`src/rtl/traffic_light_monitor.sv`:
```
// Receive-side checker for a three-phase traffic light: decodes phase, times it, flags faults.
// Optional minimum-phase check enabled by defining TRAFFIC_LIGHT_MONITOR_MINLEN_EN.
module traffic_light_monitor #(
  parameter int CNT_W     = 27,
  parameter int MIN_PHASE = 60_000_000,
  parameter int MAX_PHASE = 70_000_000
) (
  input  logic             clk,
  input  logic             rst_n,
  input  logic             red,
  input  logic             yellow,
  input  logic             green,
  input  logic             clear_err,
  output logic [1:0]       phase,
  output logic             phase_valid,
  output logic [CNT_W-1:0] phase_len,
  output logic [7:0]       cycle_count,
  output logic             err_seq,
  output logic             err_multi,
  output logic             err_timeout,
  output logic             err_short
);

  typedef enum logic [1:0] {
    ST_RED    = 2'b00,
    ST_GREEN  = 2'b01,
    ST_YELLOW = 2'b10,
    ST_INIT   = 2'b11
  } state_t;

  localparam logic [CNT_W-1:0] CNT_ZERO = {CNT_W{1'b0}};
  localparam logic [CNT_W-1:0] CNT_ONE  = {{(CNT_W-1){1'b0}}, 1'b1};
  localparam logic [CNT_W-1:0] CNT_MAX  = {CNT_W{1'b1}};
  localparam logic [CNT_W-1:0] MAX_C    = CNT_W'(MAX_PHASE);
`ifdef TRAFFIC_LIGHT_MONITOR_MINLEN_EN
  localparam logic [CNT_W-1:0] MIN_C    = CNT_W'(MIN_PHASE);
`endif

  // lamp_q_r bit order: {red, yellow, green}
  logic [2:0]       lamp_q_r;
  state_t           state_r;
  logic [CNT_W-1:0] cnt_r;

  logic             lamp_valid_s;
  logic             lamp_dark_s;
  logic             lamp_multi_s;
  state_t           lamp_state_s;
  logic [CNT_W-1:0] cnt_inc_s;

  function automatic state_t legal_next(input state_t s);
    case (s)
      ST_RED:    legal_next = ST_GREEN;
      ST_GREEN:  legal_next = ST_YELLOW;
      ST_YELLOW: legal_next = ST_RED;
      default:   legal_next = ST_INIT;
    endcase
  endfunction

  assign phase = state_r;

  // Classify the registered lamp code and map a single lit lamp to its phase.
  always_comb begin
    lamp_valid_s = 1'b0;
    lamp_state_s = ST_INIT;
    case (lamp_q_r)
      3'b100: begin lamp_valid_s = 1'b1; lamp_state_s = ST_RED;    end
      3'b001: begin lamp_valid_s = 1'b1; lamp_state_s = ST_GREEN;  end
      3'b010: begin lamp_valid_s = 1'b1; lamp_state_s = ST_YELLOW; end
      default: begin lamp_valid_s = 1'b0; lamp_state_s = ST_INIT; end
    endcase
    lamp_dark_s  = (lamp_q_r == 3'b000);
    lamp_multi_s = !lamp_valid_s && !lamp_dark_s;
    cnt_inc_s    = cnt_r + CNT_ONE;
  end

  // Input register, phase FSM, phase timer, cycle counter and sticky error flags.
  always_ff @(posedge clk or negedge rst_n) begin
    if (!rst_n) begin
      lamp_q_r    <= 3'b000;
      state_r     <= ST_INIT;
      cnt_r       <= CNT_ZERO;
      phase_valid <= 1'b0;
      phase_len   <= CNT_ZERO;
      cycle_count <= 8'd0;
      err_seq     <= 1'b0;
      err_multi   <= 1'b0;
      err_timeout <= 1'b0;
`ifdef TRAFFIC_LIGHT_MONITOR_MINLEN_EN
      err_short   <= 1'b0;
`endif
    end else begin
      lamp_q_r    <= {red, yellow, green};
      phase_valid <= 1'b0;
      // Clears come first so any set below in the same cycle wins.
      if (clear_err) begin
        err_seq     <= 1'b0;
        err_multi   <= 1'b0;
        err_timeout <= 1'b0;
`ifdef TRAFFIC_LIGHT_MONITOR_MINLEN_EN
        err_short   <= 1'b0;
`endif
      end
      case (state_r)
        ST_INIT: begin
          if (lamp_valid_s) begin
            state_r <= lamp_state_s;
            cnt_r   <= CNT_ONE;
          end else if (lamp_multi_s) begin
            err_multi <= 1'b1;
          end
        end
        ST_RED, ST_GREEN, ST_YELLOW: begin
          if (lamp_dark_s) begin
            state_r <= ST_INIT;
            cnt_r   <= CNT_ZERO;
          end else if (lamp_multi_s) begin
            err_multi <= 1'b1;
            state_r   <= ST_INIT;
            cnt_r     <= CNT_ZERO;
          end else if (lamp_state_s == state_r) begin
            if (cnt_r != CNT_MAX) begin
              cnt_r <= cnt_inc_s;
              if (cnt_inc_s == MAX_C) begin
                err_timeout <= 1'b1;
              end
            end
          end else if (lamp_state_s == legal_next(state_r)) begin
            phase_valid <= 1'b1;
            phase_len   <= cnt_r;
            state_r     <= lamp_state_s;
            cnt_r       <= CNT_ONE;
            if (state_r == ST_YELLOW) begin
              cycle_count <= cycle_count + 8'd1;
            end
`ifdef TRAFFIC_LIGHT_MONITOR_MINLEN_EN
            if (cnt_r < MIN_C) begin
              err_short <= 1'b1;
            end
`endif
          end else begin
            err_seq <= 1'b1;
            state_r <= lamp_state_s;
            cnt_r   <= CNT_ONE;
          end
        end
        default: begin
          state_r <= ST_INIT;
          cnt_r   <= CNT_ZERO;
        end
      endcase
    end
  end

`ifndef TRAFFIC_LIGHT_MONITOR_MINLEN_EN
  assign err_short = 1'b0;
`endif

endmodule

```
`config.mk`:
```
export PLATFORM = sky130hd
export DESIGN_NAME = traffic_light_monitor
export DESIGN_NICKNAME = d
export VERILOG_FILES = /design/src/rtl/traffic_light_monitor.sv
export SDC_FILE = /design/constraint.sdc
export NUM_CORES = 1
export LEC_CHECK = 0
export CORE_MARGIN = 4
export CORE_UTILIZATION = 50
export DETAILED_ROUTE_END_ITERATION = 8
export PLACE_DENSITY = 0.83
export SLEW_MARGIN = 20
export SYNTH_ARGS = -nofsm -noshare
export SYNTH_HDL_FRONTEND = slang
export SYNTH_SLANG_ARGS = --single-unit
export TNS_END_PERCENT = 20
```
`constraint.sdc`:
```
create_clock -name clk -period 3.9 [get_ports clk]
set_input_delay 0.78 -clock clk [delete_from_list [all_inputs] [get_ports clk]]
set_output_delay 0.78 -clock clk [all_outputs]
set_load 0.05 [all_outputs]
```
==> results_dict.tcl <==
set metrics [dict create \
    track_usage_pct 20.6 \
    period_share_pct 79.1 \
    layout_setup_ws_ns 0.815 \
    start_util_pct 52.0 \
    path_class "register to register" \
    path_clk_slew_ns 0.08 \
    synth.avg_cell_area_um2 9.95 \
    netlist_instances 383 \
    syn_nets 395 \
    yosysWarnings 0 \
    final_cell_mix "69 x dfrtp_1, 45 x clkdlybuf4s50_1, 36 x o21ai_0" \
    cts_sinks 71 \
    dp_hpwl_mm 5.82 \
    cp-end-kind "register" \
    ys_async_sr_fraction_pct 100 \
    clockBufferDepth 2 \
    finClkSkew_ns 0.00897 \
    fin_setup_tns_ns 0 \
    cts_resized 0 \
    yosysSeqAreaShare_pct 46.7 \
    gp_congestion 0.922 \
    die_w_um 95.3 \
    tightest_slew_ns 0.837 \
    power_density_nw_per_um2 453 \
    die_h_um 95.3 \
    start_kind "register" \
    syn_to_final_growth_pct 19.2 \
    pre_cts_ws_ns 0.863 \
    post_cts_buffers 0 \
    synthFlopType "dfrtp_1" \
    cts_hold_buf 0 \
    fin_nets 437 \
    vdd_drop_max_v 0.000327 \
    status "completed" \
    r2r_slack_ns 0.81 \
    synth_seq_cells 71 \
    root_buffer "clkbuf_8" \
    syn-cell-area_um2 3810 \
    grt_overflow 0 \
    synth_edf_count 0 \
    drtPass1Iterations 5 \
    arrival_ns 3.32 \
    final_max_slew_viol_count 0 \
    cp.required_ns 4.14 \
    vias_per_cell 5.93 \
    rsz0062_at_grt "no" \
    htree_levels 3 \
    min_period_ns 3.09 \
    fin_hold_ws_ns 0.480 \
    post_drt_wl_per_cell_um 16.1 \
    finalHoldViolations 0 \
    fillers 601 \
    coreArea_um2 7330 \
    timing.slew.headroom_pct 43.8 \
    via_count 3133 \
    final_core_util_pct 62.0 \
    grt_max_degree 39 \
    worstHoldPathType "input pin to asynchronous set/reset pin" \
    drc 0 \
    setup_viol 0 \
    fmax_mhz 324 \
    drt-initial-drc-count 227 \
    die_area_um2 9080 \
    grt_pass1_wl_mm 14.6 \
    leakagePower_nw 1.95 \
    cts_tree "done" \
    fin_cells 528 \
    ys_types 60 \
    grt_pass1_vias 3064 \
    placedCellCount 513 \
    layout-drive-gt1-share_pct 14.9 \
    wirelength_mm 8.50 \
    num_rows 31 \
    antenna_cells 0 \
    insertion_delay_ns 0.35 \
    cp_max_fo 12 \
    cts_buffers 9 \
    cap_violations 0 \
    mostFrequentLayoutCell "dfrtp_1" \
    io_buffers 46 \
    ioPinCount 48 \
    ant_nets 0 \
    antenna_found_initial 0 \
]
-- per-layer routing --
layer | vias to the layer above | wire (um) | share of wire, % | GRT usage [%]
li1 | 1486 | - | - | -
met1 | 1522 | 3680 | 43 | 26.6
met2 | 109 | 4100 | 48 | 32.8
met3 | 16 | 578 | 6.8 | 6.39
met4 | 0 | 128 | 1.5 | 7.21
met5 | - | 0 | 0 | 0
-- final timing paths --
check | start | to | depth (start not counted)
min in group clk | cycle_count[7] | cycle_count[7] | 1
setup reg to reg | phase[1] | cycle_count[1] | 7
setup / recovery | phase[1] | cycle_count[1] | 7
hold / removal | rst_n | phase_len[6] | 1
hold reg to reg | cycle_count[7] | cycle_count[7] | 1
max in group asynchronous | rst_n | phase[0] | 2
-- stage by stage --
stage | power, W | cell area (um^2)
after floorplan | 0.00129 | 3810
after global placement | 0.00145 | 4350
after detailed placement | 0.00148 | 4350
after CTS | 0.00207 | 4540
after global routing | 0.00217 | 4540
final | 0.00206 | 4540
-- cell usage after synthesis, types with 2 or more instances --
library cell	n	area (um^2)
a211oi_1	2	15.0
a21oi_1	20	100
a221oi_1	2	17.5
a22o_1	2	17.5
and3_1	14	87.6
buf_1	2	7.51
buf_2	6	30.0
buf_4	2	15.0
clkbuf_1	11	41.3
dfrtp_1	69	1730
dfstp_2	2	52.6
ha_1	6	75.1
inv_1	11	41.3
mux2_2	28	315
nand2_1	26	97.6
nand2b_1	4	25.0
nand3_1	13	65.1
nand3b_1	2	15.0
nand4_1	7	43.8
nand4_2	2	25.0
nor2_1	18	67.6
nor2b_1	2	12.5
nor3_1	21	105
nor3b_1	2	15.0
nor4_1	3	18.8
o21ai_0	36	180
o21ai_1	3	15.0
o21bai_1	2	15.0
o31ai_1	6	45.0
o32ai_1	2	17.5
o41ai_1	3	26.3
or2_2	2	12.5
or3_1	8	50.1
or4_1	4	30.0
or4bb_1	2	22.5
xnor2_1	12	105
xor2_1	3	26.3
-- registers in the layout (all words and copies together) (netlist names) --
register	flops
cycle_count	8
lamp_q_r	3
err_seq	1
cnt_r	27
phase_valid	1
err_timeout	1
phase	2
err_multi	1
phase_len	27
-- area by class of cell --
cell class | instances | area [um^2] | area share [%]
multi-input combinational | 279 | 1900 | 41.7
sequential | 71 | 1780 | 39.2
timing repair buffer | 53 | 508 | 11.2
clock buffer | 10 | 138 | 3.03
tap | 99 | 124 | 2.73
clock inverter | 5 | 58.8 | 1.29
inverter | 11 | 41.3 | 0.909
-- power by group --
group          switching, W  internal, W  leakage (nW)
clock              0.000284     0.000309        0.0944
sequential        0.0000707     0.000790         0.964
combinational      0.000380     0.000223         0.889
-- logic make-up after synthesis --
family / after synthesis / synth area share [%]
other: 1 / 0.0984
AND/OR/NAND/NOR: 138 / 20.4
multiplexers: 29 / 8.54
adder cells (fa/ha/maj): 6 / 1.97
AO/OA/AOI/OAI: 90 / 15.0
XOR/XNOR: 15 / 3.45
flip-flops: 71 / 46.7
buffers and inverters: 33 / 3.84
-- critical path: stages (launching register included) --
cell and delay, ns:
dfstp_2 0.64, inv_1 0.09, ha_1 0.25, or4_1 0.50
o21ai_0 0.18, o21ai_0 0.21, nor3_1 0.70, mux2_2 0.41
(Power assumes the default switching activity.)
